**src/rtl/ram_access_controller.sv**
```systemverilog
// Initiator-side controller for a single-port synchronous RAM with a one-cycle registered read.
// It serves client reads and writes, and can zero-fill the whole RAM after reset.
module ram_access_controller #(
    parameter int addr_width     = 6,
    parameter int data_width     = 8,
    parameter int depth          = 64,
    parameter bit clear_on_reset = 1'b1
) (
    input  logic                  clk,
    input  logic                  rst,
    input  logic                  req_valid,
    output logic                  req_ready,
    input  logic                  req_we,
    input  logic [addr_width-1:0] req_addr,
    input  logic [data_width-1:0] req_wdata,
    output logic                  rsp_valid,
    input  logic                  rsp_ready,
    output logic [data_width-1:0] rsp_rdata,
    output logic                  rsp_err,
    output logic                  init_done,
    output logic [data_width-1:0] ram_data,
    output logic [addr_width-1:0] ram_addr,
    output logic                  ram_we,
    input  logic [data_width-1:0] ram_q
);

    localparam logic [1:0] INIT    = 2'd0;
    localparam logic [1:0] IDLE    = 2'd1;
    localparam logic [1:0] RD_WAIT = 2'd2;
    localparam logic [1:0] RSP     = 2'd3;

    localparam logic [addr_width:0]   depth_w   = (addr_width+1)'(depth);
    localparam logic [addr_width-1:0] last_addr = addr_width'(depth - 1);

    logic [1:0]            state;
    logic [addr_width-1:0] cnt;
    logic [addr_width-1:0] addr_q;
    logic                  oor_q;
    logic                  req_in_range;

    assign req_in_range = ({1'b0, req_addr} < depth_w);
    assign req_ready    = (state == IDLE);

    // In IDLE the request address goes straight to the RAM, so read data
    // is already on ram_q during RD_WAIT.
    always_comb begin
        ram_we   = 1'b0;
        ram_data = '0;
        ram_addr = addr_q;
        case (state)
            INIT: begin
                ram_we   = 1'b1;
                ram_addr = cnt;
            end
            IDLE: begin
                ram_addr = req_addr;
                ram_data = req_wdata;
                ram_we   = req_valid & req_we & req_in_range;
            end
            default: ;
        endcase
    end

    always_ff @(posedge clk) begin
        if (rst) begin
            state     <= clear_on_reset ? INIT : IDLE;
            cnt       <= '0;
            addr_q    <= '0;
            oor_q     <= 1'b0;
            rsp_valid <= 1'b0;
            rsp_rdata <= '0;
            rsp_err   <= 1'b0;
            init_done <= !clear_on_reset;
        end else begin
            case (state)
                INIT: begin
                    cnt <= cnt + 1'b1;
                    if (cnt == last_addr) begin
                        state     <= IDLE;
                        init_done <= 1'b1;
                    end
                end
                IDLE: begin
                    if (req_valid && !req_we) begin
                        addr_q <= req_addr;
                        oor_q  <= !req_in_range;
                        state  <= RD_WAIT;
                    end
                end
                RD_WAIT: begin
                    rsp_rdata <= oor_q ? '0 : ram_q;
                    rsp_err   <= oor_q;
                    rsp_valid <= 1'b1;
                    state     <= RSP;
                end
                RSP: begin
                    if (rsp_ready) begin
                        rsp_valid <= 1'b0;
                        state     <= IDLE;
                    end
                end
                default: state <= IDLE;
            endcase
        end
    end

endmodule
```
**config.mk**
```make
export PLATFORM = sky130hd
export DESIGN_NAME = ram_access_controller
export DESIGN_NICKNAME = d
export VERILOG_FILES = /design/src/rtl/ram_access_controller.sv
export SDC_FILE = /design/constraint.sdc
export NUM_CORES = 1
export LEC_CHECK = 0
export CORE_MARGIN = 3
export CORE_UTILIZATION = 41
export CTS_CLUSTER_SIZE = 10
export DETAILED_ROUTE_END_ITERATION = 8
export DONT_BUFFER_PORTS = 1
export GPL_TIMING_DRIVEN = 0
export REMOVE_ABC_BUFFERS = 1
export SLEW_MARGIN = 20
export SYNTH_ARGS = -nofsm -noshare
export SYNTH_HDL_FRONTEND = slang
export SYNTH_SLANG_ARGS = --single-unit
```
**constraint.sdc**
```tcl
create_clock -name clk -period 1.97 [get_ports clk]
set_clock_uncertainty 0.1 [all_clocks]
set_input_delay 0.4925 -clock clk [delete_from_list [all_inputs] [get_ports clk]]
set_output_delay 0.4925 -clock clk [all_outputs]
set_load 0.05 [all_outputs]
```
# Word-level counts from Yosys, hierarchy flattened

Index checks and enable logic that the tools add are counted.

$add $sub $neg: 1
$mul: 0
Div/mod/pow operators: 0
Order comparisons: 0
Equality and inequality tests: 7
Shifts and indexed selects: 0
Muxes and demuxes: 9
Bitwise gates (word level): 1
Reductions and logical operators: 8

Operator list:

| operator            | number |
|---|---|
| $pmux 6 s2          | 1 |
| $mux 8              | 1 |
| $pmux 2 s4          | 1 |
| $add 6x1->6 const B | 1 |
| $eq 6x6->1 const B  | 1 |
| $mux 2              | 3 |
| $reduce_and 2->1    | 3 |
| $eq 2x2->1 const B  | 2 |
| $ne 2x2->1 const B  | 2 |
| $pmux 1 s2          | 2 |
| $reduce_and 3->1    | 1 |
| $eq 2x1->1 const B  | 1 |
| $logic_not 2->1     | 1 |
| $ne 2x1->1 const B  | 1 |
| $reduce_bool 2->1   | 1 |
| $and 1x1->1         | 1 |
| $logic_and 1x1->1   | 1 |
| $logic_not 1->1     | 1 |
| $mux 1              | 1 |

Register bits: 24
Bits in latches: 0
Bits in writable memories: 0
ROM bits: 0
Word-level logic and storage cells: 32
Memories: 0

# Longest topological paths before layout

Word-level depth: 4
Depth in mapped cells: 6
Depth with buffers taken out: 6

# Worst setup path before layout

Ideal clock, no wire load.

Kind: register -> output
Start: register state[1]
End: output port ram_data[0]
Arrival: 1.820 ns
Path slack: -0.442 ns
Cell stages (with the launch flop): 6
Buffers on the path: 2
Path through: dfxtp_1 > inv_1 > ha_1 > buf_2 > clkbuf_1 > and2_1

Longest elaborated chain between the ends: 2

RTL lines:

| item                     | RTL line | text |
|---|---|---|
| start: declaration       | 35       | `logic [1:0] state;` |
| start signal: assignment | 66       | `state <= clear_on_reset ? INIT : IDLE;` |
| $eq 2x1->1               | -        |  |
| named net req_ready      | 12       | `output logic req_ready,` |
| $mux 8                   | 50       | `case (state)` |
| end: declaration         | 21       | `output logic [data_width-1:0] ram_data,` |

The timed path passes the listed nets, and every way through them passes these cells.

# Final worst setup path

Start: register state[1]
End: output port ram_addr[0]

Longest elaborated chain between the ends: 2
Elaborated cells on any way between the ends: 3

RTL lines:

| item                | RTL line | text |
|---|---|---|
| $eq 2x1->1          | -        |  |
| named net req_ready | 12       |  |
| $pmux 6 s2          | 50       |  |
| end: declaration    | 22       | `output logic [addr_width-1:0] ram_addr,` |

The timed path passes the listed nets, and every way through them passes these cells.

==> results.sh <==
export IMPL_synth_cell_type_count=26
export IMPL_place_hpwl_mm=1.764
export IMPL_fin_crit_sh_pct=110.5
export IMPL_maxCapViolations=0
export IMPL_switchingPower_w=0.0001762
export IMPL_crit_slowest_cell="dfxtp_2"
export IMPL_cts_made_buffers=3
export IMPL_dieArea_um2=3534
export IMPL_final_util_pct=52.80
export IMPL_vias=928
export IMPL_synth_enable_flop_cells=0
export IMPL_grt_pass1_wl_mm=4.160
export IMPL_grt_pass1_vias=956
export IMPL_wire_per_inst_um=14.96
export IMPL_hold_class="primary input to flop"
export IMPL_cts_root_buf="clkbuf_4"
export IMPL_layout_common_cells="nor2_1, dfxtp_1, mux2i_1"
export IMPL_ctsLongestPathBuffers=2
export IMPL_p_seq_share_pct=62.6
export IMPL_path_buf_inv=2
export IMPL_layout_nets=169
export IMPL_core_area_um2=2590
export IMPL_pwr_share_clk_pct=30.8
export IMPL_cpPeakStageDelay_ns=0.37
export IMPL_final_common_cell="nor2_1"
export IMPL_violations="negative setup slack"
export IMPL_clock_sinks=24
export IMPL_power_internal_w=0.0006194
export IMPL_syn_area_um2=1171
export IMPL_finalSetupViolations=12
export IMPL_firstDrtPassIters=4
export IMPL_grt_usage_pct=15.59
export IMPL_hold_viol=0
export IMPL_cp_arrival_ns=1.58
export IMPL_cp_start_kind="flop"
export IMPL_via_per_inst=5.624
export IMPL_period_minus_slack_ns=2.176
export IMPL_combPwrFrac_pct=6.6
export IMPL_tightest_slew_ns=0.5266
export IMPL_ys_dominant_reg_cell="dfxtp_1"
export IMPL_cts_tree="done"
export IMPL_n_antenna_cell=0
export IMPL_peakVddDrop_uv=350.7
export IMPL_drt_iter0_markers=12
export IMPL_clock_latency_ns=0.30
export IMPL_avgSynthCellArea_um2=8.740
export IMPL_ys_seq_elements=24
export IMPL_clk_pin_slew_worst_paths_ns=0.13
export IMPL_critPathTopFamily="simple AND/OR/NAND/NOR gates"
export IMPL_rsz0062_at_grt="yes"
export IMPL_io_pins=54
export IMPL_overflow=0
export IMPL_start_util_pct=45.22
export IMPL_yosysSeqAreaShare_pct=41.03
export IMPL_syn_to_final_growth_pct=16.77
export IMPL_die_h_um=59.45
export IMPL_drive_gt1_share_pct=27.41
export IMPL_cts_htree_levels=1
export IMPL_p_leak_nw=0.5624
export IMPL_wirelength_mm=2.469
export IMPL_outcome="finished, violations left"
export IMPL_netlist_instances=134
export IMPL_synth_warnings=0
export IMPL_fp_dieW_um=59.45
export IMPL_end_kind="output pin"
export IMPL_switching_share_pct=22.15
export IMPL_required_ns=1.38
export IMPL_antenna_found_initial=0
export IMPL_max_slew_margin_pct=64.85
export IMPL_port_buffer_count=0
export IMPL_max_freq_mhz=459.5
export IMPL_synthArstFlopShare_pct=0
export IMPL_grt_max_degree=27
export IMPL_fp_row_count=18
export IMPL_fin_ws_ns=-0.2061
export IMPL_maxSlewViolCount=0
export IMPL_hold_slack_ns=0.1340
export IMPL_place_gp_congestion=0.6584
export IMPL_holdBufCountCts=0
export IMPL_drc=0
export IMPL_cp_max_fo=8
export IMPL_antenna_left=0
export IMPL_path_cells="inv_4 > ha_4 > buf_6 > nor2_4 > nand2_2 > nand2_4"
export IMPL_path_class="flop to output pin"
export IMPL_power_density_nw_per_um2=581.8
metrics by stage:
step / TNS, ns / std cells / cell area (um2) / total power (W) / setup slack, ns
4_1_cts: -2.186 / 164 / 1360 / 0.0008089 / -0.2379
3_5_place_dp: -10.61 / 156 / 1171 / 0.0005556 / -0.6538
2_1_floorplan: -4.755 / 126 / 1134 / 0.0005506 / -0.3521
3_3_place_gp: -9.360 / 156 / 1171 / 0.0005547 / -0.5860
5_1_grt: -3.325 / 165 / 1368 / 0.0008303 / -0.3054
6_report: -1.945 / 165 / 1368 / 0.0007956 / -0.2061
synth_stat cells, drive strengths merged (3+ instances only):
cell	count	area [um2]
nand2b	3	18.77
ha	6	75.07
buf	4	22.52
inv	4	15.01
xor2	3	26.28
a22oi	7	52.55
dfxtp	24	480.5
nand2	17	63.81
and2	8	50.05
mux2i	16	160.2
nor2	24	90.09
clkbuf	4	15.01
registers in the layout, indices dropped and copies added (netlist names):
name and cells:
rsp_rdata 8, addr_q 6, cnt 6, state 2, init_done 1, rsp_valid 1
per-layer routing:
metal  track usage [%]  vias to the layer above  part of all wire (%)
met2             29.17                       32                    53
met1             16.31                      444                    40
met3             3.486                        2                   6.6
met4             6.796                        0                  0.77
met5                 0                        -                     0
li1                  -                      450                     -
power by group through the flow:
stage / sequential (W) / combinational (W) / clock [W]
floorplan: 0.000507 / 0.0000438 / 0
global route: 0.000500 / 0.0000567 / 0.000274
global placement: 0.000509 / 0.0000457 / 0
finish: 0.000498 / 0.0000522 / 0.000245
detailed placement: 0.000509 / 0.0000464 / 0
CTS: 0.000498 / 0.0000523 / 0.000258
path summary, 6_finish.rpt:
check | cells past startpoint | slack (ns) | end | startpoint
setup / recovery | 6 | -0.21 | ram_addr[0] | state[1]
hold / removal | 1 | 0.13 | addr_q[0] | rst
setup reg to reg | 6 | 0.15 | state[0] | state[1]
hold reg to reg | 2 | 0.41 | cnt[5] | cnt[5]
kinds of logic after synthesis:
logic type | Yosys count | synth area share (%)
adder cells (fa/ha/maj) | 6 | 6.410
other | 1 | 0.3202
AO/OA/AOI/OAI | 12 | 7.905
AND/OR/NAND/NOR | 58 | 22.22
flip-flops | 24 | 41.03
XOR/XNOR | 4 | 2.992
multiplexers | 17 | 14.64
buffers and inverters | 12 | 4.486
final cells by class:
cell class                      instances  area (um2)
Clock buffer                            4       36.28
Sequential cell                        24       483.0
Fill cell                             242        1222
Inverter                                4       17.52
Multi-Input combinational cell         98       754.5
Tap cell                               30       37.54
Timing Repair Buffer                    5       38.79
what timing repair did:
item,in CTS,in global routing
setup endpoints to repair,23,15
pin swaps,7,8
buffers inserted,4,1
gates resized for setup,46,0
endpoints found under the hold margin,0,0
cloned,0,0
(Power assumes the default switching activity.)
==> RTL edit, RTL diff (same settings) <==
Set the parameter `data_width` to 10 (it was 8).
--- a/src/rtl/ram_access_controller.sv
+++ b/src/rtl/ram_access_controller.sv
@@ -2,7 +2,7 @@
 // It serves client reads and writes, and can zero-fill the whole RAM after reset.
 module ram_access_controller #(
     parameter int addr_width     = 6,
-    parameter int data_width     = 8,
+    parameter int data_width     = 10,
     parameter int depth          = 64,
     parameter bit clear_on_reset = 1'b1
 ) (
Interface: changed (resized ram_data, ram_q, req_wdata and rsp_rdata); port bits go from 54 to 62. No check against the original RTL was run, so the function may have changed too.
==> RTL edit against the original RTL <==
- the run still ends with negative setup slack left
- register-to-register slack got worse by 0.13 ns
- sequential cell count increased by 2
- setup slack gained 0.0035 ns
- critical path depth fell by 1
- first-iteration DRC count grew to 3.9 times the old value
- routed wire length is 6.8% higher
- synthesized area increased by 6.8%
- utilization is 0.23 points higher
- fmax up 0.16%
- count of clock-buffer cells in the layout is 1 lower
- design area is 9.7% higher
- synthesized cell count increased by 4.5%
- critical endpoint is now ram_addr[1]
Power is not compared: it rests on default switching activity, and its combinational part moved more than twofold at a synthesized area within 25%.
==> RTL edit: results (changes against the original RTL) <==
Average size of a mapped cell: 8.937 µm² (was 8.740 µm²)
Top flop regs: rsp_rdata: 10 flops, addr_q: 6 flops, cnt: 6 flops (was rsp_rdata: 8 flops, addr_q: 6 flops, cnt: 6 flops)
Met3 routed wirelength: 259 µm (was 163 µm)
Failing checks: negative setup slack (unchanged)
Register area share after synthesis: 0.4160 (was 0.4103)
Final setup fails: 16 (was 12)
Slowest cell on the critical path: dfxtp_2 (unchanged)
1st-iter DRT viols: 47 (was 12)
Number of port buffers: 0 (unchanged)
Clock-pin transition on the worst setup and hold timing paths: 0.14 ns
Status: complete, but fails checks (unchanged)
First drt pass iteration count: 4 (unchanged)
Placed Instances: 163 (was 156)
Share of cells above drive strength 1: 0.2676 (was 0.2741)
First-pass GRT wire length: 4015 µm (was 4160 µm)
Gpl congestion: 0.7114 (was 0.6584)
Pleak: 0.6198 nW
Largest net degree at the start of global routing: 29 (was 27)
Vias in the first global route: 935 (was 956)
CP max FO: 8 (unchanged)
Worst Path Arrival: 1.58 ns (about the same)
Worst skew pair latency: 0.32 ns (was 0.30 ns)
Max-Slew Margin vs Limit: 0.5973 (was 0.6485)
Max incr delay on CP: 0.38 ns
Final TNS setup: -2.029 ns (was -1.945 ns)
Deepest clock path buffer count: 2 (unchanged)
CTS Buf Count: 3 (unchanged)
Avg WL per Cell: 15.24 µm (was 14.96 µm)
Top cells by area, synth: dfxtp_1 42%, mux2i_1 14%, nor2_1 7.8% (was dfxtp_1 41%, mux2i_1 14%, nor2_1 7.7%)
CTS Root Cell: clkbuf_4 (unchanged)
Fillers: 269 (was 242)
Top sig layer: met4 (unchanged)
Synth cell count leaders: 26 x dfxtp_1, 26 x nor2_1, 18 x mux2i_1 (was 24 x dfxtp_1, 24 x nor2_1, 17 x nand2_1)
Detail Placement HPWL: 1842 µm (was 1764 µm)
H-tree depth: 1 (unchanged)
GRT Total Usage: 0.1458 (was 0.1559)
Routed wl met2: 1332 µm (was 1307 µm)
Worst slack, placed: -0.7092 ns (was -0.6538 ns)
Netlist cell types: 30 (was 26)
Yosys warning total: 0 (unchanged)
Async S/R FF share, synth: 0 (unchanged)
Final #Nets: 180 (was 169)
Initial antenna violation count: 0 (unchanged)
CP top delay family: flip-flops (was simple AND/OR/NAND/NOR gates)
Final Worst Setup Slack: -0.2026 ns (was -0.2061 ns)
Antenna Cells: 0 (unchanged)
Post-route insts no fill: 173 (was 165)
M1 WL: 1024 µm (was 979 µm)
Peak supply drop: 0.5801 mV
DR vias: 955 (was 928)
Hold Crit Class: in2reg (unchanged)
## RTL edit: layout make-up
type,instances,area share
Inverter,3,0.01751
Tap cell,31,0.02585
Multi-Input combinational cell,103,0.5288
Clock buffer,3,0.01501
Sequential cell,26,0.3486
Clock inverter,1,0.02002
Timing Repair Buffer,6,0.04420
## RTL edit: cell families (layout without fill, tap and decap cells)
| family | count (synthesis) | after routing | synth area share |
|---|---|---|---|
| simple gates | 61 | 61 | 0.2250 |
| other cells | 1 | 1 | 0.002997 |
| buf+inv | 11 | 13 | 0.04700 |
| mux | 19 | 19 | 0.1530 |
| compound gates | 12 | 12 | 0.06800 |
| flops | 26 | 26 | 0.4160 |
| fa+ha+maj | 6 | 6 | 0.06000 |
| xor+xnor | 4 | 4 | 0.02801 |
## RTL edit: repair_timing
action	4_1_cts	5_1_grt
hold buffers	0	0
setup buffers	5	1
endpoints found under the setup margin	27	17
gates resized for setup	51	0
pin swaps	6	3
endpoints found under the hold margin	0	0
## RTL edit: path summary, 6_finish.rpt
check	startpoint	to	slack [ns]	cells after the start
setup / recovery	state[1]	ram_addr[1]	-0.20	5
hold / removal	rst	rsp_rdata[7]	0.11	1
setup reg to reg	state[1]	state[0]	0.02	6
hold reg to reg	addr_q[1]	addr_q[1]	0.41	2
## RTL edit: worst reg2reg max path: stages, from the launching register on
cell and delay (ns):
dfxtp_2 0.38, inv_4 0.05, ha_4 0.23, buf_8 0.17, buf_4 0.14, a222oi_1 0.42
mux2_1 0.36
## RTL edit: metrics by stage
| step | total power [mW] | area (µm²) |
|---|---|---|
| 2_1_floorplan | 1.414 | 1216 |
| 3_3_place_gp | 1.492 | 1255 |
| 3_5_place_dp | 1.505 | 1255 |
| 4_1_cts | 2.139 | 1493 |
| 5_1_grt | 2.240 | 1500 |
| 6_report | 2.126 | 1500 |
## RTL edit: where the power goes
group / switching (mW) / total [mW] / leakage [nW] / internal, mW
logic: 0.760 / 1.12 / 0.381 / 0.358
registers: 0.0683 / 0.645 / 0.211 / 0.576
clock network: 0.157 / 0.363 / 0.0279 / 0.206
total: 0.986 / 2.13 / 0.620 / 1.14
## RTL edit: metal layers
metal  vias to the layer above  global-route usage
met1                       426              0.1500
met4                         0             0.03715
li1                        469                   -
met2                        58              0.2749
met3                         2             0.05451
met5                         -                   0
